===== config.mk =====
export PLATFORM = sky130hd
export DESIGN_NAME = lct_l1a_matcher_flat
export DESIGN_NICKNAME = d
export VERILOG_FILES = /design/src/rtl/lct_l1a_matcher_if.sv /design/src/rtl/lct_l1a_matcher.sv /design/src/flat_wrapper.sv
export SDC_FILE = /design/constraint.sdc
export NUM_CORES = 1
export LEC_CHECK = 0
export ABC_AREA = 1
export CAP_MARGIN = 20
export CORE_MARGIN = 5
export CORE_UTILIZATION = 35
export DETAILED_ROUTE_END_ITERATION = 8
export PLACE_DENSITY = 0.5
export SYNTH_ARGS = -nofsm -noshare
export SYNTH_HDL_FRONTEND = slang
export SYNTH_SLANG_ARGS = --single-unit

===== constraint.sdc =====
create_clock -name clk -period 5 [get_ports clk]
set_input_delay 1 -clock clk [delete_from_list [all_inputs] [get_ports clk]]
set_output_delay 1 -clock clk [all_outputs]
set_load 0.005 [all_outputs]

===== src/rtl/lct_l1a_matcher_if.sv =====
// Trigger-stream input and readout-side signal bundle for lct_l1a_matcher.
// master = trigger source / readout controller, slave = matcher.
interface lct_l1a_matcher_if;
  logic        en;
  logic        l1a;
  logic [7:0]  lct;
  logic        fifo_rd_en;
  logic        l1a_match_vld;
  logic [7:0]  l1a_match;
  logic [23:0] l1a_cnt;
  logic [31:0] fifo_dout;
  logic        fifo_empty;
  logic        fifo_full;
  logic [7:0]  ovf_cnt;

  modport master (
    output en, l1a, lct, fifo_rd_en,
    input  l1a_match_vld, l1a_match, l1a_cnt, fifo_dout, fifo_empty, fifo_full, ovf_cnt
  );

  modport slave (
    input  en, l1a, lct, fifo_rd_en,
    output l1a_match_vld, l1a_match, l1a_cnt, fifo_dout, fifo_empty, fifo_full, ovf_cnt
  );
endinterface


===== src/rtl/lct_l1a_matcher.sv =====
// Matches each accepted L1A against an LCT history window at fixed latency and
// queues {l1a_cnt, mask} results in a 16-deep show-ahead FIFO.
module lct_l1a_matcher #(
  parameter int unsigned LCT_L1A_DLY = 100,
  parameter int unsigned WIN         = 5
) (
  input  logic                clk,
  input  logic                rstn,
  lct_l1a_matcher_if.slave    bus
);

  localparam int unsigned DEPTH      = LCT_L1A_DLY + WIN;
  localparam int unsigned FIFO_DEPTH = 16;

  logic [DEPTH-1:0][7:0] hist;
  logic                  acc_q;
  logic [7:0]            win_or;
  logic [23:0]           cnt_nxt;

  logic                  vld_q;
  logic [7:0]            match_q;
  logic [23:0]           l1a_cnt_q;

  logic [31:0]           mem [FIFO_DEPTH];
  logic [3:0]            wr_ptr;
  logic [3:0]            rd_ptr;
  logic [4:0]            fill;
  logic [7:0]            ovf_q;
  logic                  push;
  logic                  pop;
  logic                  wr_ok;
  logic                  empty;
  logic                  full;

  // hist[k] holds lct sampled k edges before the most recent edge
  always_ff @(posedge clk or negedge rstn) begin
    if (!rstn) begin
      hist <= '0;
    end else begin
      hist <= {hist[DEPTH-2:0], bus.lct};
    end
  end

  // Evaluated one edge after acceptance, so the window sits at hist[DLY .. DLY+WIN-1]
  always_comb begin
    win_or = '0;
    for (int unsigned k = LCT_L1A_DLY; k < DEPTH; k++) begin
      win_or = win_or | hist[k];
    end
  end

  assign cnt_nxt = l1a_cnt_q + 24'd1;

  always_ff @(posedge clk or negedge rstn) begin
    if (!rstn) begin
      acc_q     <= 1'b0;
      vld_q     <= 1'b0;
      match_q   <= '0;
      l1a_cnt_q <= '0;
    end else begin
      acc_q <= bus.l1a & bus.en;
      vld_q <= acc_q;
      if (acc_q) begin
        match_q   <= win_or;
        l1a_cnt_q <= cnt_nxt;
      end
    end
  end

  assign empty = (fill == 5'd0);
  assign full  = (fill == 5'(FIFO_DEPTH));
  assign push  = acc_q;
  assign pop   = bus.fifo_rd_en & ~empty;
  // A pop on a full FIFO frees the slot the simultaneous push lands in
  assign wr_ok = push & (~full | pop);

  always_ff @(posedge clk or negedge rstn) begin
    if (!rstn) begin
      wr_ptr <= '0;
      rd_ptr <= '0;
      fill   <= '0;
      ovf_q  <= '0;
    end else begin
      if (wr_ok) begin
        wr_ptr <= wr_ptr + 4'd1;
      end
      if (pop) begin
        rd_ptr <= rd_ptr + 4'd1;
      end
      case ({wr_ok, pop})
        2'b10:   fill <= fill + 5'd1;
        2'b01:   fill <= fill - 5'd1;
        default: fill <= fill;
      endcase
      if (push && !wr_ok && ovf_q != 8'hFF) begin
        ovf_q <= ovf_q + 8'd1;
      end
    end
  end

  always_ff @(posedge clk) begin
    if (wr_ok) begin
      mem[wr_ptr] <= {cnt_nxt, win_or};
    end
  end

  assign bus.l1a_match_vld = vld_q;
  assign bus.l1a_match     = match_q;
  assign bus.l1a_cnt       = l1a_cnt_q;
  assign bus.fifo_dout     = empty ? '0 : mem[rd_ptr];
  assign bus.fifo_empty    = empty;
  assign bus.fifo_full     = full;
  assign bus.ovf_cnt       = ovf_q;

endmodule


===== src/flat_wrapper.sv =====
// flat-port wrapper written by rule: the top's interface ports become plain ports
module lct_l1a_matcher_flat 
#(
  parameter int unsigned LCT_L1A_DLY = 100,
  parameter int unsigned WIN         = 5
)
  (clk, rstn, bus_en, bus_l1a, bus_lct, bus_fifo_rd_en, bus_l1a_match_vld, bus_l1a_match, bus_l1a_cnt, bus_fifo_dout, bus_fifo_empty, bus_fifo_full, bus_ovf_cnt);
  lct_l1a_matcher_if bus_i ();
  input  logic clk;
  input  logic rstn;
  input wire logic [$bits(bus_i.en)-1:0] bus_en;
  input wire logic [$bits(bus_i.l1a)-1:0] bus_l1a;
  input wire logic [$bits(bus_i.lct)-1:0] bus_lct;
  input wire logic [$bits(bus_i.fifo_rd_en)-1:0] bus_fifo_rd_en;
  output wire logic [$bits(bus_i.l1a_match_vld)-1:0] bus_l1a_match_vld;
  output wire logic [$bits(bus_i.l1a_match)-1:0] bus_l1a_match;
  output wire logic [$bits(bus_i.l1a_cnt)-1:0] bus_l1a_cnt;
  output wire logic [$bits(bus_i.fifo_dout)-1:0] bus_fifo_dout;
  output wire logic [$bits(bus_i.fifo_empty)-1:0] bus_fifo_empty;
  output wire logic [$bits(bus_i.fifo_full)-1:0] bus_fifo_full;
  output wire logic [$bits(bus_i.ovf_cnt)-1:0] bus_ovf_cnt;
  assign bus_i.en = bus_en;
  assign bus_i.l1a = bus_l1a;
  assign bus_i.lct = bus_lct;
  assign bus_i.fifo_rd_en = bus_fifo_rd_en;
  assign bus_l1a_match_vld = bus_i.l1a_match_vld;
  assign bus_l1a_match = bus_i.l1a_match;
  assign bus_l1a_cnt = bus_i.l1a_cnt;
  assign bus_fifo_dout = bus_i.fifo_dout;
  assign bus_fifo_empty = bus_i.fifo_empty;
  assign bus_fifo_full = bus_i.fifo_full;
  assign bus_ovf_cnt = bus_i.ovf_cnt;
  lct_l1a_matcher #(.LCT_L1A_DLY(LCT_L1A_DLY), .WIN(WIN)) u_core (.clk(clk), .rstn(rstn), .bus(bus_i));
endmodule

# == After elaboration in Yosys (flattened, before gate mapping) ==
# Memories as Yosys holds them, arrays and structs flattened.
# Cells that the tools add are included.
# totals
ramBits,512
n_memories,1
elab_cells,143
input_bits,13
out_inout_bits,75
register_bits,895
# op_classes
eq_ne,4
add_sub_neg,6
n_bitwise,10
n_reduce_logical,5
n_mux,4
# memory_table
name,words,width,read_ports,rd_clocked_by_memory_dff,write_ports,line,source
u_core.mem,16,32,1,0,1,lct_l1a_matcher.sv:24,logic [31:0] mem [FIFO_DEPTH];
# op_table
cell,n
32-bit 2-to-1 mux,1
8-bit bitwise OR,4
24-bit by 1-bit adder with 24-bit output (second input constant),1
5-bit case mux with 2 select lines,1
4-bit by 1-bit adder with 4-bit output (second input constant),2
8-bit by 1-bit adder with 8-bit output (second input constant),1
8-bit != test (second input constant),1
5-bit by 1-bit adder with 5-bit output (second input constant),1
5-bit equality test (second input constant),1
5-bit logical NOT,1
5-bit by 1-bit subtractor with 5-bit output (second input constant),1
1-bit bitwise AND,3
2-bit by 1-bit equality test with 1-bit output (second input constant),1
2-bit equality test (second input constant),1
1-bit logical AND,2
1-bit 2-to-1 mux,2
1-bit NOT,2
2-bit nonzero test,1
1-bit logical NOT,1
1-bit bitwise OR,1

# == Logic depth before layout (Yosys ltp) ==
# logic_depth
word_depth,8
ltp_mapped,12
mapped_depth_nobuf,12

# == Worst setup path after synthesis ==
# OpenSTA, ideal clock, no wires.
# synth_path
kind,in2reg
startpoint,input bus_fifo_rd_en
endpoint,memory u_core.mem[0][0] (enable)
path_slack_ns,1.878
required_ns,4.579
n_path_buf,0
arrival_time_ns,2.701
setup_time_ns,0.421
stages,4
cell_sequence,nor2_4 -> nor2_4 -> nand2_1 -> nor2_1
# synth_via
elab_chain_len,5
# synth_lines
item,line,source
"start, declared",flat_wrapper.sv:14,input wire logic [$bits(bus_i.fifo_rd_en)-1:0] bus_fifo_rd_en;
1-bit bitwise AND,lct_l1a_matcher.sv:73,assign pop = bus.fifo_rd_en & ~empty;
1-bit bitwise OR,lct_l1a_matcher.sv:75,assign wr_ok = push & (~full | pop);
1-bit bitwise AND,lct_l1a_matcher.sv:75,
1-bit 2-to-1 mux,lct_l1a_matcher.sv:102,if (wr_ok) begin
1-bit 2-to-1 mux (implied by the code),lct_l1a_matcher.sv:103,"mem[wr_ptr] <= {cnt_nxt, win_or};"
"end, declared",lct_l1a_matcher.sv:24,
# Every way passes these cells.

# == Final worst setup path ==
# layout_path
startpoint,register u_core.rd_ptr[0]
endpoint,output bus_fifo_dout[9]
# layout_via
elab_chain_len,2
# layout_lines
item,line,source
"start, declared",lct_l1a_matcher.sv:26,logic [3:0] rd_ptr;
"start signal, assigned",lct_l1a_matcher.sv:88,rd_ptr <= rd_ptr + 4'd1;
memory 16 x 32 bit,-,
32-bit 2-to-1 mux,lct_l1a_matcher.sv:110,assign bus.fifo_dout = empty ? '0 : mem[rd_ptr];
"end, declared",flat_wrapper.sv:18,output wire logic [$bits(bus_i.fifo_dout)-1:0] bus_fifo_dout;
# Every way passes these cells.

==> results.tsv <==
stage	metric	value	unit
outcome	status	finished clean	
placed_design	DP HPWL	45900	µm
critical_path	crit start category	flop	
critical_path	CP max FO	66	
route	Final ANT Viol Nets	0	
clocking	CTS tree	built	
timing	RSZ-0062 raised after global routing	no	
timing	setup violators final	0	
critical_path	worst reg2reg path depth	7	
critical_path	CP Capture Type	output pin	
clocking	clk buf depth	3	
clocking	Reg clk slew, reported paths	0.06	ns
min_path	Min-Delay Path Class	input port to async pin	
route	final WL	89300	µm
yosys	top-area cell type share of the netlist area	50.1	%
finish	Area Growth Syn to Fin	17.9	%
route	Remaining DRCs	0	
global_routing	GRT Util Overall	13.5	%
clocking	setup bufs post-CTS	0	
power	net switching power of the design	8050	µW
timing	Rel. slew slack	27.2	%
finish	storage element area	0.0378	mm²
clocking	clk root buf	clkbuf_16	
finish	multi-input logic area	0.00628	mm²
timing	crit path time final	4.71	ns
clocking	CTS resizes	0	
die	die width	367	µm
global_routing	largest net degree at the start of global routing	175	
route	vias	22300	
yosys	post-synthesis cell area	0.0447	mm²
yosys	Syn Nets	2962	
yosys	synthesized flop and latch total	1407	
placed_design	port bufs	87	
finish	Fill cells	11400	
clocking	# hold bufs at CTS	0	
global_routing	GRT overflow	0	
power	maximum vdd ir drop	0.383	mV
global_routing	first-pass GRT wire length	140000	µm
finish	Non-Filler Instances	4897	
timing	Max Transition Viols Final	0	
yosys	top cells by area, synth	dfrtp_1, edfxtp_1, nand2_1	
critical_path	Arrival @ worst endpoint	3.71	ns
global_routing	initial antenna violation count	5	
clocking	H-tree levels	4	
timing	final clock skew	0.0200	ns
clocking	clock sinks	1407	
critical_path	worst r2r src	u_core.fill[1]	
power	Sw Share	28.2	%
power	Flop pwr share	44.5	%
yosys	Yosys warning count	0	
die	die area	0.135	mm²
die	core area	0.127	mm²
clocking	worst-skew pair later-pin latency	0.76	ns
power	Logic pwr share	17.7	%
placed_design	placed insts	4628	
die	height of the die	367	µm
finish	Final nets	3140	
die	num ports	88	
global_routing	number of global-route vias before repair	22800	
route	vias per std cell	4.55	
power	Power Density	540	mW/mm²
route	iteration count of the initial detailed-routing pass	5	
critical_path	Worst Path Required	4.00	ns
yosys	Avg Cell Area, Syn	15.2	µm²
die	row count	131	
yosys	Yosys top cell by area	dfrtp_1	
route	WL/cell	18.2	µm
placed_design	Placer Congestion	0.721	
timing	Worst-Margin Slew	1.09	ns
critical_path	R2R Path End	u_core.mem[5][28]	
timing	achievable frequency	212	MHz
finish	cell area after layout	0.0527	mm²
die	initial core utilization	35.1	%
power	Int Power	20500	µW
critical_path	setup slack, reg-to-reg	2.31	ns
critical_path	critical path class	flop to output pin	
yosys	Distinct cells, synth	35	
timing	final setup TNS	0	ns
placed_design	placed cell areas	0.0478	mm²
clocking	TritonCTS Buffers	144	
timing	post-route clock period utilization	94.3	%
yosys	Cells after Synth	2938	
route	drt initial violations	1729	
timing	final hold vios	0	
power	Pleak	0.0228	µW
power	Clk network pwr share	37.8	%
finish	layout cells sized above 1	9.86	%
flow_run	Max Cap Viol	0	
yosys	Seq/Total Area, Yosys	84.4	%
## power groups by stage
stage	clock network, µW	logic, µW	registers (µW)
after floorplan	0	3060	12800
after global placement	0	5080	12900
after detailed placement	0	5100	12900
after CTS	11100	5110	12700
after global routing	11600	5620	12700
final	10800	5040	12700
## state kept, by name (all words and copies together), names as in the netlist
signal	flops
u_core.fill	5
u_core.hist	840
u_core.acc_q	1
u_core.mem	512
u_core.bus.l1a_match_vld	1
u_core.bus.l1a_match	8
u_core.bus.ovf_cnt	8
u_core.rd_ptr	4
u_core.wr_ptr	4
u_core.bus.l1a_cnt	24
## cell usage after synthesis
library cell and count:
edfxtp_1 512, dfrtp_1 895, nand2_4 1, nor2_2 1, and2_1 3, o21ai_0 7, buf_1 26, nand2_2 2
a31oi_1 8, nand2_1 773, clkbuf_1 26, xnor2_1 7, xor2_1 22, buf_4 14, fa_1 1, nand3_2 4
nor3b_1 1, ha_1 10, o21bai_1 1, nand3_1 401, o21ai_1 5, nor2_8 1, inv_1 34, nor2_1 64
clkinv_2 1, nand4_1 8, a21oi_1 37, nor3_1 10, inv_2 3, nor2_4 3, buf_2 34, xor2_2 1
buf_6 15, nand3b_1 6, buf_8 1
## cell type report
cell class | instances | area share, %
Clock inverter | 60 | 1.47
Sequential cell | 1407 | 71.6
Inverter | 38 | 0.287
Antenna cell | 1 | 0.00475
Timing Repair Buffer | 148 | 3.00
Multi-Input combinational cell | 1377 | 11.9
Tap cell | 1662 | 3.94
Clock buffer | 204 | 7.74
## worst max-delay path by stage
stage / from / cells past startpoint / end / slack (ns)
final: u_core.rd_ptr[0] / 8 / bus_fifo_dout[9] / 0.29
after global routing: u_core.rd_ptr[0] / 9 / bus_fifo_dout[17] / 0.09
after CTS: u_core.rd_ptr[0] / 9 / bus_fifo_dout[17] / 0.22
after detailed placement: u_core.rd_ptr[0] / 9 / bus_fifo_dout[17] / 1.07
after global placement: u_core.rd_ptr[0] / 8 / bus_fifo_dout[10] / 1.10
after floorplan: bus_fifo_rd_en / 4 / u_core.mem[0][0] / 1.88
## layout by cell type (no fill, tap or decap), types with 8 or more instances in the layout
| master | count |
|---|---|
| dfrtp_1 | 891 |
| nand2_1 | 773 |
| edfxtp_1 | 512 |
| nand3_1 | 401 |
| clkbuf_16 | 145 |
| clkdlybuf4s50_1 | 86 |
| nor2_1 | 48 |
| buf_4 | 41 |
| a21oi_1 | 37 |
| clkbuf_1 | 36 |
| inv_1 | 33 |
| clkbuf_8 | 23 |
| xor2_1 | 22 |
| buf_12 | 20 |
| nor2_4 | 19 |
| clkinv_2 | 16 |
| bufinv_16 | 11 |
| nor3_1 | 10 |
| ha_1 | 10 |
| clkinv_1 | 9 |
| inv_6 | 8 |
| nand4_1 | 8 |
| a31oi_1 | 8 |
## critical path: stages (launching register included)
cell and delay, ns:
dfrtp_4 0.63, buf_4 0.63, nand2_1 0.10, nand3_1 0.11
nand3_1 0.12, nand2_1 0.13, nand2_1 0.05, a21oi_1 0.53
clkdlybuf4s50_1 0.62
## stage by stage
step                      hold slack, ns  power (µW)  utilization [%]  worst slack, ns
after global placement             0.331       18000             37.6             1.10
after CTS                          0.137       28900             41.4            0.217
after detailed placement           0.335       18000             37.6             1.07
final                              0.176       28500             41.4            0.287
after floorplan                    0.331       15900                -             1.88
after global routing               0.190       30000             41.4           0.0894
## cells by family after synthesis
group           Yosys count  synth area share, %
fa+ha+maj                11                0.324
xor+xnor                 30                0.604
flops                  1407                 84.4
compound gates           58                0.677
simple gates           1278                 12.2
buf+inv                 154                 1.78
## metal layers
metal  track usage, %  vias to the layer above  wire length (µm)  part of all wire (%)
met5                0                        -                 0                     0
met4             4.24                        0              1780                   2.0
met3             3.71                      125              6210                   7.0
met2             20.2                      486             40200                    45
met1             19.1                    11400             41100                    46
li1                 -                    10200                 -                     -
Power figures use the tool's default switching activity.
